===== src/rtl/hdmi_infoframe_pkg.sv =====
// Shared constants, types and helpers for the HDMI InfoFrame parsers.
package hdmi_infoframe_pkg;

    // Packet framing: three header bytes followed by PB0..PB27
    localparam logic [7:0] AVI_TYPE     = 8'h82;
    localparam int         PKT_BYTES    = 31;
    localparam int         HDR_BYTES    = 3;
    localparam logic [4:0] LAST_IDX     = 5'(PKT_BYTES - 1);
    localparam logic [4:0] HDR_LAST_IDX = 5'(HDR_BYTES - 1);
    localparam logic [4:0] PB0_IDX      = 5'(HDR_BYTES);

    // Error codes reported on err_code
    localparam logic [2:0] ERR_NONE     = 3'd0;
    localparam logic [2:0] ERR_VERSION  = 3'd1;
    localparam logic [2:0] ERR_LENGTH   = 3'd2;
    localparam logic [2:0] ERR_CHECKSUM = 3'd3;
    localparam logic [2:0] ERR_RESERVED = 3'd4;
    localparam logic [2:0] ERR_TRUNC    = 3'd5;

    // AVI field bit positions (same as the generator)
    localparam int PB1_Y_MSB   = 6;
    localparam int PB1_Y_LSB   = 5;
    localparam int PB4_VIC_MSB = 6;
    localparam int PB5_PR_MSB  = 3;

    typedef enum logic [2:0] {
        ST_IDLE   = 3'd0,
        ST_HEADER = 3'd1,
        ST_BODY   = 3'd2,
        ST_SKIP   = 3'd3,
        ST_DONE   = 3'd4
    } parse_state_e;

    // Highest-priority error among the per-frame fault flags
    function automatic logic [2:0] err_select(input logic ver_bad, input logic len_bad,
                                              input logic cks_bad, input logic rsv_bad);
        logic [2:0] code;
        if (ver_bad) begin
            code = ERR_VERSION;
        end else if (len_bad) begin
            code = ERR_LENGTH;
        end else if (cks_bad) begin
            code = ERR_CHECKSUM;
        end else if (rsv_bad) begin
            code = ERR_RESERVED;
        end else begin
            code = ERR_NONE;
        end
        return code;
    endfunction

endpackage


===== src/rtl/infoframe_checksum_acc.sv =====
// 8-bit modulo-256 InfoFrame checksum accumulator with clear/load/add and zero flag.
module infoframe_checksum_acc (
    input  logic       clk,
    input  logic       reset,
    input  logic       clr,
    input  logic       load,
    input  logic       add,
    input  logic [7:0] din,
    output logic [7:0] sum,
    output logic       zero
);

    logic [7:0] sum_q, sum_d;

    // Next accumulator value: clear beats load beats add
    always_comb begin
        sum_d = sum_q;
        if (clr) begin
            sum_d = 8'd0;
        end else if (load) begin
            sum_d = din;
        end else if (add) begin
            sum_d = sum_q + din;
        end else begin
            sum_d = sum_q;
        end
    end

    // Accumulator register
    always_ff @(posedge clk) begin
        if (reset) begin
            sum_q <= 8'd0;
        end else begin
            sum_q <= sum_d;
        end
    end

    assign sum  = sum_q;
    assign zero = (sum_q == 8'd0);

endmodule


===== src/rtl/avi_info_frame_parser.sv =====
// AVI InfoFrame receiver: filters, validates and latches AVI fields from a packet byte stream.
module avi_info_frame_parser
    import hdmi_infoframe_pkg::*;
#(
    parameter logic [7:0] EXPECTED_VERSION = 8'd2,
    parameter logic [4:0] EXPECTED_LENGTH  = 5'd13,
    parameter logic       CHECK_RESERVED   = 1'b0
) (
    input  logic       clk_pixel,
    input  logic       reset,
    input  logic       pkt_start,
    input  logic       byte_valid,
    input  logic [7:0] byte_data,
    output logic       avi_valid,
    output logic       avi_update,
    output logic [7:0] avi_pb1,
    output logic [7:0] avi_pb2,
    output logic [7:0] avi_pb3,
    output logic [7:0] avi_pb4,
    output logic [7:0] avi_pb5,
    output logic [1:0] video_format,
    output logic [6:0] vic,
    output logic [3:0] pixel_repetition,
    output logic       err_pulse,
    output logic [2:0] err_code
);

    parse_state_e    state_q, state_d;
    logic [4:0]      idx_q, idx_d;
    logic            ver_bad_q, ver_bad_d, len_bad_q, len_bad_d, rsv_bad_q, rsv_bad_d;
    logic [4:0][7:0] shadow_q, shadow_d;
    logic [4:0][7:0] pb_q, pb_d;
    logic            avi_valid_q, avi_valid_d, avi_update_q, avi_update_d;
    logic            err_pulse_q, err_pulse_d;
    logic [2:0]      err_code_q, err_code_d;

    logic            acc_clr_s, acc_load_s, acc_add_s, acc_zero_s;
    logic [7:0]      acc_sum_s, cks_sum_s;
    logic            start_s, is_avi_s, last_s, in_span_s, rsv_byte_bad_s, cks_bad_s;
    logic [4:0]      pb_num_s;
    logic [2:0]      final_err_s;

    // A qualified pkt_start always restarts parsing, whatever the state
    assign start_s        = byte_valid & pkt_start;
    assign is_avi_s       = (byte_data == AVI_TYPE);
    assign last_s         = (idx_q == LAST_IDX);
    assign pb_num_s       = idx_q - PB0_IDX;
    assign in_span_s      = (pb_num_s <= EXPECTED_LENGTH);
    assign rsv_byte_bad_s = CHECK_RESERVED & ~in_span_s & (byte_data != 8'd0);
    // The last byte may still lie inside the checksum span, so fold it in here
    assign cks_sum_s      = acc_sum_s + byte_data;
    assign cks_bad_s      = in_span_s ? (cks_sum_s != 8'd0) : ~acc_zero_s;
    assign final_err_s    = err_select(ver_bad_q, len_bad_q, cks_bad_s, rsv_bad_q | rsv_byte_bad_s);

    infoframe_checksum_acc u_acc (
        .clk   (clk_pixel),
        .reset (reset),
        .clr   (acc_clr_s),
        .load  (acc_load_s),
        .add   (acc_add_s),
        .din   (byte_data),
        .sum   (acc_sum_s),
        .zero  (acc_zero_s)
    );

    // State register
    always_ff @(posedge clk_pixel) begin
        if (reset) begin
            state_q <= ST_IDLE;
        end else begin
            state_q <= state_d;
        end
    end

    // Next-state logic
    always_comb begin
        state_d = state_q;
        if (start_s) begin
            state_d = is_avi_s ? ST_HEADER : ST_SKIP;
        end else begin
            case (state_q)
                ST_IDLE:   state_d = ST_IDLE;
                ST_HEADER: state_d = (byte_valid && idx_q == HDR_LAST_IDX) ? ST_BODY : ST_HEADER;
                ST_BODY:   state_d = (byte_valid && last_s) ? ST_DONE : ST_BODY;
                ST_SKIP:   state_d = (byte_valid && last_s) ? ST_IDLE : ST_SKIP;
                ST_DONE:   state_d = ST_IDLE;
                default:   state_d = ST_IDLE;
            endcase
        end
    end

    // Datapath and output decisions; results land in registers one cycle after the byte
    always_comb begin
        idx_d        = idx_q;
        ver_bad_d    = ver_bad_q;
        len_bad_d    = len_bad_q;
        rsv_bad_d    = rsv_bad_q;
        shadow_d     = shadow_q;
        pb_d         = pb_q;
        avi_valid_d  = avi_valid_q;
        avi_update_d = 1'b0;
        err_pulse_d  = 1'b0;
        err_code_d   = err_code_q;
        acc_clr_s    = 1'b0;
        acc_load_s   = 1'b0;
        acc_add_s    = 1'b0;
        if (start_s) begin
            idx_d      = 5'd1;
            ver_bad_d  = 1'b0;
            len_bad_d  = 1'b0;
            rsv_bad_d  = 1'b0;
            acc_load_s = is_avi_s;
            acc_clr_s  = ~is_avi_s;
            // Abandoning a partly received AVI frame is reported; other packets are not
            if (state_q == ST_HEADER || state_q == ST_BODY) begin
                err_pulse_d = 1'b1;
                err_code_d  = ERR_TRUNC;
            end else begin
                err_pulse_d = 1'b0;
            end
        end else if (byte_valid) begin
            case (state_q)
                ST_HEADER: begin
                    idx_d     = idx_q + 5'd1;
                    acc_add_s = 1'b1;
                    if (idx_q == 5'd1) begin
                        ver_bad_d = (byte_data != EXPECTED_VERSION);
                    end else begin
                        len_bad_d = (byte_data[4:0] != EXPECTED_LENGTH);
                    end
                end
                ST_BODY: begin
                    acc_add_s = in_span_s;
                    rsv_bad_d = rsv_bad_q | rsv_byte_bad_s;
                    if (pb_num_s >= 5'd1 && pb_num_s <= 5'd5) begin
                        shadow_d[pb_num_s[2:0] - 3'd1] = byte_data;
                    end else begin
                        shadow_d = shadow_q;
                    end
                    if (last_s) begin
                        idx_d = 5'd0;
                        if (final_err_s == ERR_NONE) begin
                            pb_d         = shadow_q;
                            avi_valid_d  = 1'b1;
                            avi_update_d = 1'b1;
                        end else begin
                            err_pulse_d = 1'b1;
                            err_code_d  = final_err_s;
                        end
                    end else begin
                        idx_d = idx_q + 5'd1;
                    end
                end
                ST_SKIP: idx_d = last_s ? 5'd0 : (idx_q + 5'd1);
                default: idx_d = idx_q;
            endcase
        end else begin
            idx_d = idx_q;
        end
    end

    // Datapath and output registers
    always_ff @(posedge clk_pixel) begin
        if (reset) begin
            idx_q        <= 5'd0;
            ver_bad_q    <= 1'b0;
            len_bad_q    <= 1'b0;
            rsv_bad_q    <= 1'b0;
            shadow_q     <= '0;
            pb_q         <= '0;
            avi_valid_q  <= 1'b0;
            avi_update_q <= 1'b0;
            err_pulse_q  <= 1'b0;
            err_code_q   <= ERR_NONE;
        end else begin
            idx_q        <= idx_d;
            ver_bad_q    <= ver_bad_d;
            len_bad_q    <= len_bad_d;
            rsv_bad_q    <= rsv_bad_d;
            shadow_q     <= shadow_d;
            pb_q         <= pb_d;
            avi_valid_q  <= avi_valid_d;
            avi_update_q <= avi_update_d;
            err_pulse_q  <= err_pulse_d;
            err_code_q   <= err_code_d;
        end
    end

    assign avi_valid        = avi_valid_q;
    assign avi_update       = avi_update_q;
    assign avi_pb1          = pb_q[0];
    assign avi_pb2          = pb_q[1];
    assign avi_pb3          = pb_q[2];
    assign avi_pb4          = pb_q[3];
    assign avi_pb5          = pb_q[4];
    assign video_format     = pb_q[0][PB1_Y_MSB:PB1_Y_LSB];
    assign vic              = pb_q[3][PB4_VIC_MSB:0];
    assign pixel_repetition = pb_q[4][PB5_PR_MSB:0];
    assign err_pulse        = err_pulse_q;
    assign err_code         = err_code_q;

endmodule


===== config.mk =====
export PLATFORM = sky130hd
export DESIGN_NAME = avi_info_frame_parser
export DESIGN_NICKNAME = d
export VERILOG_FILES = /design/src/rtl/hdmi_infoframe_pkg.sv /design/src/rtl/infoframe_checksum_acc.sv /design/src/rtl/avi_info_frame_parser.sv
export SDC_FILE = /design/constraint.sdc
export NUM_CORES = 1
export LEC_CHECK = 0
export BUFFER_PORTS_ARGS = -buffer_cell sky130_fd_sc_hd__buf_2
export CORE_MARGIN = 3
export CORE_UTILIZATION = 51
export DETAILED_ROUTE_END_ITERATION = 10
export PLACE_DENSITY_LB_ADDON = 0.08
export SLEW_MARGIN = 15
export SYNTH_ARGS = -nofsm -noshare
export SYNTH_HDL_FRONTEND = slang
export SYNTH_SLANG_ARGS = --single-unit

===== constraint.sdc =====
create_clock -name clk_pixel -period 2.55 [get_ports clk_pixel]
set_input_delay 0.255 -clock clk_pixel [delete_from_list [all_inputs] [get_ports clk_pixel]]
set_output_delay 0.255 -clock clk_pixel [all_outputs]
set_load 0.01 [all_outputs]

# After elaboration in Yosys (flattened, before gate mapping)
# Index checks and enable logic that the tools add are counted.
[totals]
ff_bits = 104
latch_bits = 0
ramBits = 0
mem_bits_ro = 0
input_bits = 12
output_inout_bits = 59
memories = 0
[op_classes]
add_sub_neg = 4
mul = 0
div = 0
magnitude_cmp = 5
eq_ne = 11
n_shift = 0
muxes = 37
bitwise = 8
n_reduce_logical = 25
[op_table]
columns = ["cell", "n"]
rows = [
  ["$bwmux 40", 1],
  ["$mux 3", 10],
  ["$demux 8 s3", 1],
  ["$mux 8", 3],
  ["$mux 1", 14],
  ["$pmux 5 s2", 1],
  ["$reduce_and 5->1", 2],
  ["$reduce_bool 2->1", 5],
  ["$pmux 3 s3", 1],
  ["$add 8x8->8", 1],
  ["$eq 8x8->1 const B", 1],
  ["$logic_not 8->1", 1],
  ["$mux 2", 4],
  ["$ne 8x2->1 const B", 1],
  ["$reduce_bool 8->1", 1],
  ["$not 1->1", 7],
  ["$eq 3x2->1 const B", 2],
  ["$reduce_and 3->1", 2],
  ["$reduce_or 2->1", 3],
  ["$add 5x1->5 const B", 1],
  ["$eq 5x1->1 const B", 1],
  ["$eq 5x2->1 const B", 1],
  ["$eq 5x5->1 const B", 1],
  ["$ge 5x1->1 const B", 1],
  ["20 further kinds", 24],
]

# Depth between registers and ports, before layout
# Gate-level depths: netlist of run 1.
[logic_depth]
depth_word = 12
ltp_mapped = 11
depth_no_buf = 10

# By module
# A second synthesis of run 1 with hierarchy kept.
[hier_totals]
hier_cells = 576
hier_area_um2 = 5213.8
[by_module_without_submodules]
columns = ["mod", "instances", "cells_per_inst", "area_per_inst_um2"]
rows = [
  ["avi_info_frame_parser", 1, 488, 4476.8],
  ["infoframe_checksum_acc", 1, 88, 737.0],
]

# Worst setup path after synthesis of run 1
# Ideal clock, no wire load.
[synth_timing]
path_type = "register to register"
startpoint = "reg idx_q[0]"
endpoint = "reg pb_q (netlist bit avi_pb5[2])"
arrival_time_ps = 2303
setup_slack_ps = 118
path_stages_with_launch = 12
path_buffers = 2
cell_sequence = "dfxtp_1 -> buf_2 -> inv_1 -> ha_1 -> nor2b_2 -> nor4b_2 -> nor3_2 -> or3_4 -> nor2_8 -> buf_12 -> mux2i_1 -> nor2_1"
[synth_via]
elab_chain_len = 8
elab_cells_between_ends = 9
cone_classes = "add/sub: 1; order compare: 1; eq/ne: 1; mux: 4; reduce/logical: 2"
[synth_lines]
columns = ["element", "line", "text"]
rows = [
  ["from (decl)", "avi_info_frame_parser.sv:29", "logic [4:0] idx_q, idx_d;"],
  ["from (signal assigned)", "avi_info_frame_parser.sv:176", "idx_q <= idx_d;"],
  ["$sub 5x2->5", "avi_info_frame_parser.sv:47", "assign pb_num_s = idx_q - PB0_IDX;"],
  ["$le 5x4->1", "avi_info_frame_parser.sv:48", "assign in_span_s = (pb_num_s <= EXPECTED_LENGTH);"],
  ["$mux 1", "avi_info_frame_parser.sv:52", "assign cks_bad_s = in_span_s ? (cks_sum_s != 8'd0) : ~acc_zero_s;"],
  ["$mux 2", "hdmi_infoframe_pkg.sv:42", "end else if (cks_bad) begin"],
  ["$mux 3", "hdmi_infoframe_pkg.sv:40", "end else if (len_bad) begin"],
  ["$mux 3", "hdmi_infoframe_pkg.sv:38", "if (ver_bad) begin"],
  ["$logic_not 3->1", "avi_info_frame_parser.sv:142", "if (final_err_s == ERR_NONE) begin"],
  ["$reduce_and 5->1 (no source line) *", "-", ""],
  ["to (signal assigned)", "avi_info_frame_parser.sv:181", "pb_q <= pb_d;"],
  ["to (decl)", "avi_info_frame_parser.sv:32", "logic [4:0][7:0] pb_q, pb_d;"],
]
# Every way passes the cells marked *; elsewhere a longest branch is shown, timed or not.
# A chain may end at the register's enable or synchronous reset.

# Final worst setup path of run 1
[layout_timing]
startpoint = "reg u_acc.sum_q[2] (netlist: u_acc.sum[2])"
endpoint = "reg err_code_q[1] (netlist: err_code[1])"
[layout_via]
elab_chain_len = 11
elab_cells_between_ends = 16
cone_classes = "add/sub: 1; eq/ne: 1; mux: 9; bitwise: 1; reduce/logical: 4"
[layout_lines]
columns = ["element", "line", "text"]
rows = [
  ["from (decl)", "infoframe_checksum_acc.sv:13", "logic [7:0] sum_q, sum_d;"],
  ["from (signal assigned)", "infoframe_checksum_acc.sv:34", "sum_q <= sum_d;"],
  ["$add 8x8->8 or $logic_not 8->1 (tied branches)", "avi_info_frame_parser.sv:51, infoframe_checksum_acc.sv:39", ""],
  ["$reduce_bool 8->1 or $not 1->1 (tied branches)", "avi_info_frame_parser.sv:52", ""],
  ["$mux 1 *", "avi_info_frame_parser.sv:52", ""],
  ["$mux 2 *", "hdmi_infoframe_pkg.sv:42", ""],
  ["$mux 3 *", "hdmi_infoframe_pkg.sv:40", ""],
  ["$mux 3 *", "hdmi_infoframe_pkg.sv:38", ""],
  ["$mux 3", "avi_info_frame_parser.sv:142", ""],
  ["$mux 3", "avi_info_frame_parser.sv:140", "if (last_s) begin"],
  ["$mux 3", "avi_info_frame_parser.sv:122", "case (state_q)"],
  ["$mux 3", "avi_info_frame_parser.sv:121", "end else if (byte_valid) begin"],
  ["$mux 3", "avi_info_frame_parser.sv:107", "if (start_s) begin"],
  ["to (signal assigned)", "avi_info_frame_parser.sv:185", "err_code_q <= err_code_d;"],
  ["to (decl)", "avi_info_frame_parser.sv:35", "logic [2:0] err_code_q, err_code_d;"],
]
# Every way passes the cells marked *; elsewhere a longest branch is shown, timed or not. The select of a mux whose other input is x is not followed.

==> impl_results.md, run 1 <==
- Core area: 0.00889 sq mm
- All-layer global routing usage: 21.4%
- Worst-Margin Slew: 578 ps
- Crit Path Max Fanout: 5
- Number of DRC markers in iteration 0: 159
- Antenna Violating Nets Remaining: 0
- Reg2Reg Setup Slack: 70 ps
- Worst R2R Path Depth: 8
- CP Class: register to register
- Initial Util: 53.4%
- Syn avg cell area: 9.70 sq um
- Die area: 0.0105 sq mm
- Top routing layer in use: met4
- Drt via density: 5.31
- Clock buffer depth: 2
- Routed wl met3: 582 um
- Final setup fails: 0
- Peak supply drop: 0.000333 V
- Final worst setup slack: 65.2 ps
- Dominant cells by area after synthesis: dfxtp_1, mux2i_1, nor2_1
- Power Dens Cells: 517 mW/mm^2
- Total CTS buffers: 9
- Largest net degree at the start of global routing: 74
- Horiz. Die Dim: 103 um
- Synth warn: 0
- First-pass GRT wire length: 17.4 mm
- Worst path top cell family by delay: compound AO/OA/AOI/OAI gates
- # fillers: 789
- Final HPWL DP: 7.62 mm
- Fin crit share: 97.4%
- IO Pins: 71
- Max Slew Vio Count: 0
- CTS tree: done
- GRT Residual Overflow: 0
- Cell area after synthesis: 0.00475 sq mm
- Max Cap Viol: 0
- Int Power: 0.00208 W
- Req. time, crit path: 2810 ps
- FF+latch area: 0.00209 sq mm
- Pre-CTS WS: -3.78 ps
- Placed Cells: 655
- Hold Crit Start: byte_valid
- H-tree depth: 3
- Clk pwr share: 33.6%
- Crit path from: u_acc.sum[2]
- Syn nets: 514
- Top-area cell type share of the netlist area: 43.8%
- Commonest cells in the netlist: nor2_1, dfxtp_1, mux2i_1
- Vias in the first global route: 3307
- ANT cells: 0
- Synth Register Bits: 104
- Crit-path cells: ha_1 > a21oi_1 > a21oi_1 > or3_1 > a21o_1 > o41a_1 > o21ai_1 > a21oi_1
- Multi-input gate area: 0.00238 sq mm
- Nets: 583
- Clk pin slew, worst setup/hold paths: 110 ps
- Met2 WL post-DR: 4.93 mm
- Hold Crit Class: input pin to register
- Post-Route Setup TNS: 0 ps
- Layout area overhead: 14.6%
- Comb pwr share: 8.0%
- IO buf count: 70
- Site row count: 34
- Die H: 103 um
- Pre-antenna DRT Iters: 4
- Slew HR: 61.5%
- Status: finished clean
- Number of synthesized flops with an enable pin: 0
- Hold path cells: 2
- Post-Route WL: 10.7 mm
- Total clock sinks: 104
- Worst Setup End Kind: register
- Min cycle time layout: 2480 ps
- Synth Instances: 490
- DR DRC count: 0
- Psw: 0.000734 W
- Reg-to-reg endpoint: err_code[1]
- Final core occ: 61.2%
- Vias: 3570
- Primary FF master, synth: dfxtp_1
- Layout cell share with drive strength beyond 1: 23.9%
- Post-DR wirelength/cell: 16.0 um
- Lkg Pwr: 2.30 nW
- Netlist cell types: 59
- Switching Fraction: 26.1%
- Critical path's largest stage delay: 410 ps
- Root buf cell: clkbuf_8
- Met1 Wirelength: 5.11 mm
- Worst Path Buf+Inv: 0
- Layout Skew: 16.5 ps
- CP Launch Type: register
- Initial antenna violation count: 0
- RSZ-0062 raised after global routing: false
- Total Power: 0.00281 W
- Slowest CP cell: o41a_1
- Seq/Total Area, Yosys: 43.8%
- Most frequent cell after synthesis: nor2_1
- Cell repeated most along the worst path: a21oi_1
- Hold Path Sink: idx_q[4]
- Seq pwr share: 58.4%
- Fmax: 402 MHz
- Synth area leader: dfxtp_1
- RePlAce Congestion: 0.875
- Launch point of the worst reg-to-reg path: u_acc.sum[2]
- Non-Filler Instances: 672
- Later-pin clock latency in the skew report: 370 ps
- Async SR Flop Fraction: 0%
- Fin. Hold Viols: 0
- CP arrival: 2740 ps
## cell type report
cell class | count | share of cell area, %
clock buffer | 11 | 2.41
clock inverter | 5 | 0.781
inverter | 10 | 0.689
multi-input combinational | 338 | 43.8
sequential | 104 | 38.3
tap | 108 | 2.48
timing repair buffer | 96 | 11.5
## timing repair
action / in CTS / in global routing
hold buffers: 0 / 0
pin swaps: 0 / 2
gates resized for setup: 3 / 7
hold endpoints to repair: 0 / 0
buffers inserted: 0 / 1
endpoints found under the setup margin: 4 / 52
## power groups by stage
stage / Clock [W] / Combinational (W) / Sequential, W
global route: 0.00105 / 0.000245 / 0.00165
detailed placement: 0 / 0.000217 / 0.00168
CTS: 0.000978 / 0.000218 / 0.00164
floorplan: 0 / 0.000132 / 0.00168
global placement: 0 / 0.000212 / 0.00168
finish: 0.000944 / 0.000225 / 0.00164
## logic make-up after synthesis
kind of cell / after synthesis / synth area share, %
AOI/OAI and AO/OA: 49 / 7.50
xor gates and xnor gates: 10 / 1.84
DFF: 104 / 43.8
muxes: 86 / 18.1
buffers and inverters: 48 / 6.66
and+or+nand+nor: 181 / 18.7
adders and majority gates: 12 / 3.32
## worst reg2reg max path, stage by stage (launching register included)
cell and delay, ps:
dfxtp_1 360, ha_1 380, a21oi_1 240, a21oi_1 150, or3_1 400, a21o_1 190, o41a_1 410, o21ai_1 160
a21oi_1 80
## state kept, by name, indices dropped and copies added (netlist names), 5 cells and up
| name | flops |
|---|---|
| avi_pb1 | 8 |
| avi_pb2 | 8 |
| avi_pb3 | 8 |
| avi_pb4 | 8 |
| avi_pb5 | 8 |
| idx_q | 5 |
| shadow_q | 40 |
| u_acc.sum | 8 |
## through the flow
stage               area, sq um  hold slack, ps
floorplan                  4750             352
global placement           5220             444
detailed placement         5220             452
finish                     5440             166
CTS                        5400             148
global route               5440             168
## per-layer routing
| layer | GRT usage [%] | vias up |
|---|---|---|
| met5 | 0 | - |
| met3 | 4.33 | 11 |
| met2 | 33.8 | 95 |
| met4 | 5.75 | 0 |
| li1 | - | 1808 |
| met1 | 30.1 | 1656 |
## how the worst max path moves through the flow
| stage | to | depth (start not counted) | slack (ps) |
|---|---|---|---|
| after floorplan | avi_pb5[2] | 11 | 120 |
| after global placement | err_code[1] | 11 | 50 |
| after detailed placement | err_code[1] | 11 | -4 |
| after CTS | err_code[1] | 10 | 20 |
| after global routing | err_code[1] | 8 | 10 |
| final | err_code[1] | 8 | 70 |
## placed cells by master, fill, tap and decap left out, types with 7 or more instances in the layout
| cell type | instances |
|---|---|
| nor2_1 | 112 |
| dfxtp_1 | 101 |
| mux2i_1 | 86 |
| buf_2 | 70 |
| a21oi_1 | 20 |
| buf_4 | 19 |
| nand2_1 | 15 |
| ha_1 | 10 |
| inv_1 | 9 |
| clkbuf_8 | 9 |
| nand2b_1 | 7 |
Note: power is estimated with default switching activity, not from simulation.
==> inputs of run 2 (changes only) <==
CORE_UTILIZATION = 59   (was 51)
TNS_END_PERCENT = 20   (was not set)
clock period = 3 ns   (was 2.55 ns; I/O delays follow)
==> run 2 against run 1 <==
  * Clock power is 0.5% lower
  * Power is 11% lower
  * Sequential share of layout area is 1.3 points higher
==> impl_results.md, run 2 (synthesis gave the netlist of run 1 again) <==
- Multi-input gate area: 0.00235 sq mm (-1.3%)
- # fillers: 679 (-14%)
- Most frequent cells in the layout: nor2_1, dfxtp_1, mux2i_1
- Total CTS buffers: 9 (unchanged)
- FF+latch area: 0.00208 sq mm (-0.18%)
- Antenna Violating Nets Remaining: 0 (unchanged)
- DR DRC count: 0 (unchanged)
- Later-pin clock latency in the skew report: 370 ps (about the same)
- Layout Skew: 10.4 ps (-6.03 ps)
- Slew HR: 60.7% (-0.79 points)
- Lkg Pwr: 2.21 nW (-3.6%)
- Total clock sinks: 104 (unchanged)
- Crit-path cells: inv_1 > ha_1 > nand4b_1 > a21oi_1 > nor3_2 > or3_4 > nor2_8 > buf_12 > mux2i_1 > nor2_1
- Power Dens Cells: 476 mW/mm^2 (-7.9%)
- Clock buffer depth: 2 (unchanged)
- Core area: 0.00777 sq mm (-13%)
- Max Cap Viol: 0 (unchanged)
- Initial Util: 61.2% (+7.7 points)
- Post-Route Setup TNS: 0 ps (unchanged)
- Layout cell share with drive strength beyond 1: 20.3% (-3.6 points)
- Non-Filler Instances: 648 (-3.6%)
- Final setup fails: 0 (unchanged)
- Die area: 0.00917 sq mm (-13%)
- Vias: 3584 (+0.39%)
- Largest net degree at the start of global routing: 54 (-27%)
- Worst-Margin Slew: 585 ps (+7.28 ps)
- Peak supply drop: 0.000290 V (-13%)
- Placed Cells: 632 (-3.5%)
- Layout area overhead: 10.6%
- Fin. Hold Viols: 0 (unchanged)
- Max Slew Vio Count: 0 (unchanged)
- Final HPWL DP: 7.26 mm (-4.8%)
- Req. time, crit path: 3240 ps (+430 ps)
- Fmax: 369 MHz (-8.3%)
- Reg2Reg Setup Slack: 290 ps (+230 ps)
- Slowest CP cell: dfxtp_1
- Worst hold slack: 225 ps (+59.0 ps)
- CTS Hold Bufs: 0 (unchanged)
- Drt via density: 5.53 (+4.1%)
- Status: finished clean
- Min cycle time layout: 2710 ps (+224 ps)
- Crit Path Max Fanout: 24 (+19)
- Root buf cell: clkbuf_8
- CP Class: register to register
- Horiz. Die Dim: 95.7 um (-6.6%)
- CP arrival: 2950 ps (+210 ps)
- H-tree depth: 3 (unchanged)
- First-pass GRT wire length: 17.0 mm (-2.3%)
- Post-Route WL: 10.2 mm (-4.7%)
- Nets: 565 (-3.1%)
- Site row count: 32 (-5.9%)
- CP Launch Type: register
- ANT cells: 0 (unchanged)
- GRT Residual Overflow: 0 (unchanged)
- Vias in the first global route: 3398 (+2.8%)
- Post-CTS Setup Bufs: 0 (unchanged)
- Worst Setup End Kind: register
- RePlAce Congestion: 0.845 (-3.5%)
- CTS tree: done
- Number of DRC markers in iteration 0: 147 (-7.5%)
- Critical path's largest stage delay: 500 ps (+90 ps)
- Clk pin slew, worst setup/hold paths: 100 ps (about the same)
- Commonest non-fill, non-tap cell in the layout: nor2_1
- CTS resizes: 0 (-3)
- Hold Crit Class: input pin to register
- Reg with most FFs: shadow_q
- Pre-antenna DRT Iters: 5 (+1)
- IO buf count: 70 (unchanged)
- IO Pins: 71 (unchanged)
- Post-DR wirelength/cell: 15.8 um (-1.1%)
- Max reg flops: 40 (unchanged)
- RSZ-0062 raised after global routing: false
- All-layer global routing usage: 23.9% (+2.4 points)
- Initial antenna violation count: 0 (unchanged)
- Die H: 95.7 um (-6.6%)
- Fin crit share: 90.3% (-7.1 points)
## run 2: changes by cell type in the layout (fill, tap and decap cells not counted), moves of 2 or more
cell,previous run,this run
buf_4,19,6
buf_12,6,2
clkinvlp_4,3,0
dfxtp_1,101,104
dfxtp_2,3,0
a21oi_1,20,22
a21oi_2,2,0
clkbuf_1,2,0
inv_8,1,3
## run 2: metal layers
layer | track usage (%) | part of all wire (%) | vias up
met2 | 39.3 | 48 | 89
li1 | - | - | 1771
met5 | 0 | 0 | -
met3 | 5.55 | 5.5 | 9
met4 | 5.81 | 0.97 | 0
met1 | 31.8 | 45 | 1715
## run 2: final cells by class
type,count,share of cell area (%)
Clock buffer,9,2.36
Timing Repair Buffer,78,8.28
Tap cell,102,2.43
Multi-Input combinational cell,338,44.8
Inverter,10,0.714
Sequential cell,104,39.6
Clock inverter,7,1.86
## run 2: worst max-delay path, delay by kind of cell (launching register included)
family | cells | cell delay (ps)
and+or+nand+nor | 5 | 880
DFF | 1 | 500
adders and majority gates | 1 | 410
buffers and inverters | 2 | 310
muxes | 1 | 240
AOI/OAI and AO/OA | 1 | 210
## run 2: stage by stage
stage          area (sq um)  total power [W]  utilization (%)  setup WS [ps]
6_report               5260          0.00250             67.7            291
5_1_grt                5260          0.00260             67.7            106
3_5_place_dp           5040          0.00159             64.8            261
4_1_cts                5260          0.00252             67.7            277
3_3_place_gp           5040          0.00159             64.8            333
2_1_floorplan          4750          0.00154                -            568
## run 2: final timing paths
check	to	cells after the start	startpoint
max reg2reg	avi_pb5[5]	10	idx_q[1]
min reg2reg	err_code[0]	1	err_code[0]
min	idx_q[3]	2	byte_valid
max	avi_pb5[5]	10	idx_q[1]
## run 2: report_power, final
group          internal [W]  leakage [nW]  switching, W  total [W]
clock              0.000413         0.112      0.000526   0.000939
combinational     0.0000552          1.26      0.000112   0.000167
sequential          0.00139         0.839    0.00000867    0.00140
==> inputs of run 3 (changes only) <==
MAX_ROUTING_LAYER = met4   (was not set)
clock period = 3.15 ns   (was 3 ns; I/O delays follow)
==> run 3 against run 2 <==
  * Clock power decreased by 15%
  * Final area is 1.6% lower
  * Hold slack improved by 8.2 ps
  * Critical path depth unchanged
  * Flip-flop and latch count unchanged
  * Die area unchanged
  * Combinational power fell by 6%
  * Cell count is 0.77% lower
  * Sequential power decreased by 5%
  * Wire length is 1.6% lower
  * Clock skew is essentially flat
  * Global-route usage barely moved
  * Critical endpoint unchanged
  * Largest power group unchanged
==> impl_results.md, run 3 (synthesis gave the netlist of run 1 again) <==
- Status: finished clean
- Crit Path Max Fanout: 41 (+71%)
- Req. time, crit path: 3360 ps (+120 ps)
- Nets: 560 (-0.88%)
- All-layer global routing usage: 23.9% (about the same)
- Largest net degree at the start of global routing: 85 (+57%)
- Max Slew Vio Count: 0 (unchanged)
- CP arrival: 3000 ps (+50 ps)
- DR DRC count: 0 (unchanged)
- Peak supply drop: 0.000280 V (-3.3%)
- Slew HR: 45.0% (-16 points)
- Fin. Hold Viols: 0 (unchanged)
- Post-DR wirelength/cell: 15.7 um (-0.86%)
- IO Pins: 71 (unchanged)
- Pre-antenna DRT Iters: 7 (+2)
- RSZ-0062 raised after global routing: false
- Final setup fails: 0 (unchanged)
- Layout area overhead: 8.87%
- Max Cap Viol: 0 (unchanged)
- Commonest non-fill, non-tap cell in the layout: nor2_1
- Layout cell share with drive strength beyond 1: 19.6% (-0.74 points)
- GRT Residual Overflow: 0 (unchanged)
- Root buf cell: clkbuf_8
- Hold Crit Class: input pin to register
- Non-Filler Instances: 643 (-0.77%)
- Post-Route WL: 10.1 mm (-1.6%)
- Max reg flops: 40 (unchanged)
- Final core occ: 66.6% (-1.1 points)
- Fmax: 359 MHz (-2.7%)
- Final worst setup slack: 365 ps (+73.9 ps)
- Total CTS buffers: 9 (unchanged)
- RePlAce Congestion: 0.826 (-2.2%)
- CP Class: register to register
- Vias in the first global route: 3281 (-3.4%)
- Worst-Margin Slew: 825 ps (+240 ps)
- Post-CTS Setup Bufs: 0 (unchanged)
- Initial antenna violation count: 0 (unchanged)
- ANT cells: 0 (unchanged)
- Fin crit share: 88.4% (-1.9 points)
- Later-pin clock latency in the skew report: 350 ps (-20 ps)
- CP Launch Type: register
- H-tree depth: 3 (unchanged)
- Layout Skew: 10.1 ps (-0.345 ps)
- Vias: 3535 (-1.4%)
- Final HPWL DP: 6.97 mm (-4.0%)
- Core area: 0.00777 sq mm (unchanged)
- CTS resizes: 0 (unchanged)
- Die H: 95.7 um (unchanged)
- CTS Hold Bufs: 0 (unchanged)
- Post-Route Setup TNS: 0 ps (unchanged)
- Antenna Violating Nets Remaining: 0 (unchanged)
- Power Dens Cells: 442 mW/mm^2 (-7.3%)
- Horiz. Die Dim: 95.7 um (unchanged)
- Die area: 0.00917 sq mm (unchanged)
- Site row count: 32 (unchanged)
- Pre-CTS WS: 377 ps (+116 ps)
- Number of DRC markers in iteration 0: 165 (+12%)
- CTS tree: done
- Reg with most FFs: shadow_q
- Initial Util: 61.2% (unchanged)
- Placed Cells: 627 (-0.79%)
- First-pass GRT wire length: 16.5 mm (-3.0%)
- Worst Setup End Kind: register
- Total clock sinks: 104 (unchanged)
- Drt via density: 5.50 (-0.60%)
- IO buf count: 70 (unchanged)
- Min cycle time layout: 2790 ps (+76.1 ps)
- Clk pin slew, worst setup/hold paths: 110 ps (about the same)
- Most frequent cells in the layout: nor2_1, dfxtp_1, mux2i_1
- Lkg Pwr: 2.17 nW (-2.1%)
- Clock buffer depth: 2 (unchanged)
==> run 3: area by class of cell <==
type | instances | area (sq um)
fillers | 659 | 2590
multi-input cells | 338 | 2350
flip-flops and latches | 104 | 2080
repair buffers | 73 | 385
well taps | 102 | 128
clock buffers | 9 | 124
clock inverters | 7 | 63.8
inverters | 10 | 37.5
==> run 3: report_power, final <==
group | leakage [nW] | internal [W] | switching, W | total (W)
combinational | 1.23 | 0.0000513 | 0.000106 | 0.000157
sequential | 0.839 | 0.00132 | 0.00000806 | 0.00133
clock | 0.0938 | 0.000305 | 0.000492 | 0.000797
total | 2.17 | 0.00168 | 0.000607 | 0.00228
==> run 3: metal layers <==
metal | vias up | track usage, % | part of all wire [%]
li1 | 1758 | - | -
met1 | 1690 | 32.2 | 47
met2 | 83 | 37.6 | 47
met3 | 4 | 4.85 | 5.0
met4 | 0 | 4.50 | 0.33
met5 | - | - | 0
==> run 3: per-stage QoR <==
stage               cell area [sq um]  total power [W]  hold slack (ps)
finish                           5170          0.00228              233
global route                     5170          0.00237              236
CTS                              5170          0.00230              217
detailed placement               4990          0.00152              454
global placement                 4990          0.00151              444
floorplan                        4750          0.00147              412
==> run 3: final timing paths <==
path               start          end  slack [ps]  depth (start not counted)
max reg2reg     idx_q[1]   avi_pb5[5]         360                         10
min           byte_valid     idx_q[3]         230                          2
min reg2reg  err_code[2]  err_code[2]         470                          2
max             idx_q[1]   avi_pb5[5]         360                         10
==> run 3: worst max-delay path, cell delays in order, from the launching register on <==
cell and delay (ps):
dfxtp_1 470, inv_1 100, ha_1 410, nor2b_2 90
nor4b_2 280, nor3_2 100, or3_4 460, nor2_8 100
buf_12 280, mux2i_1 250, nor2_1 60
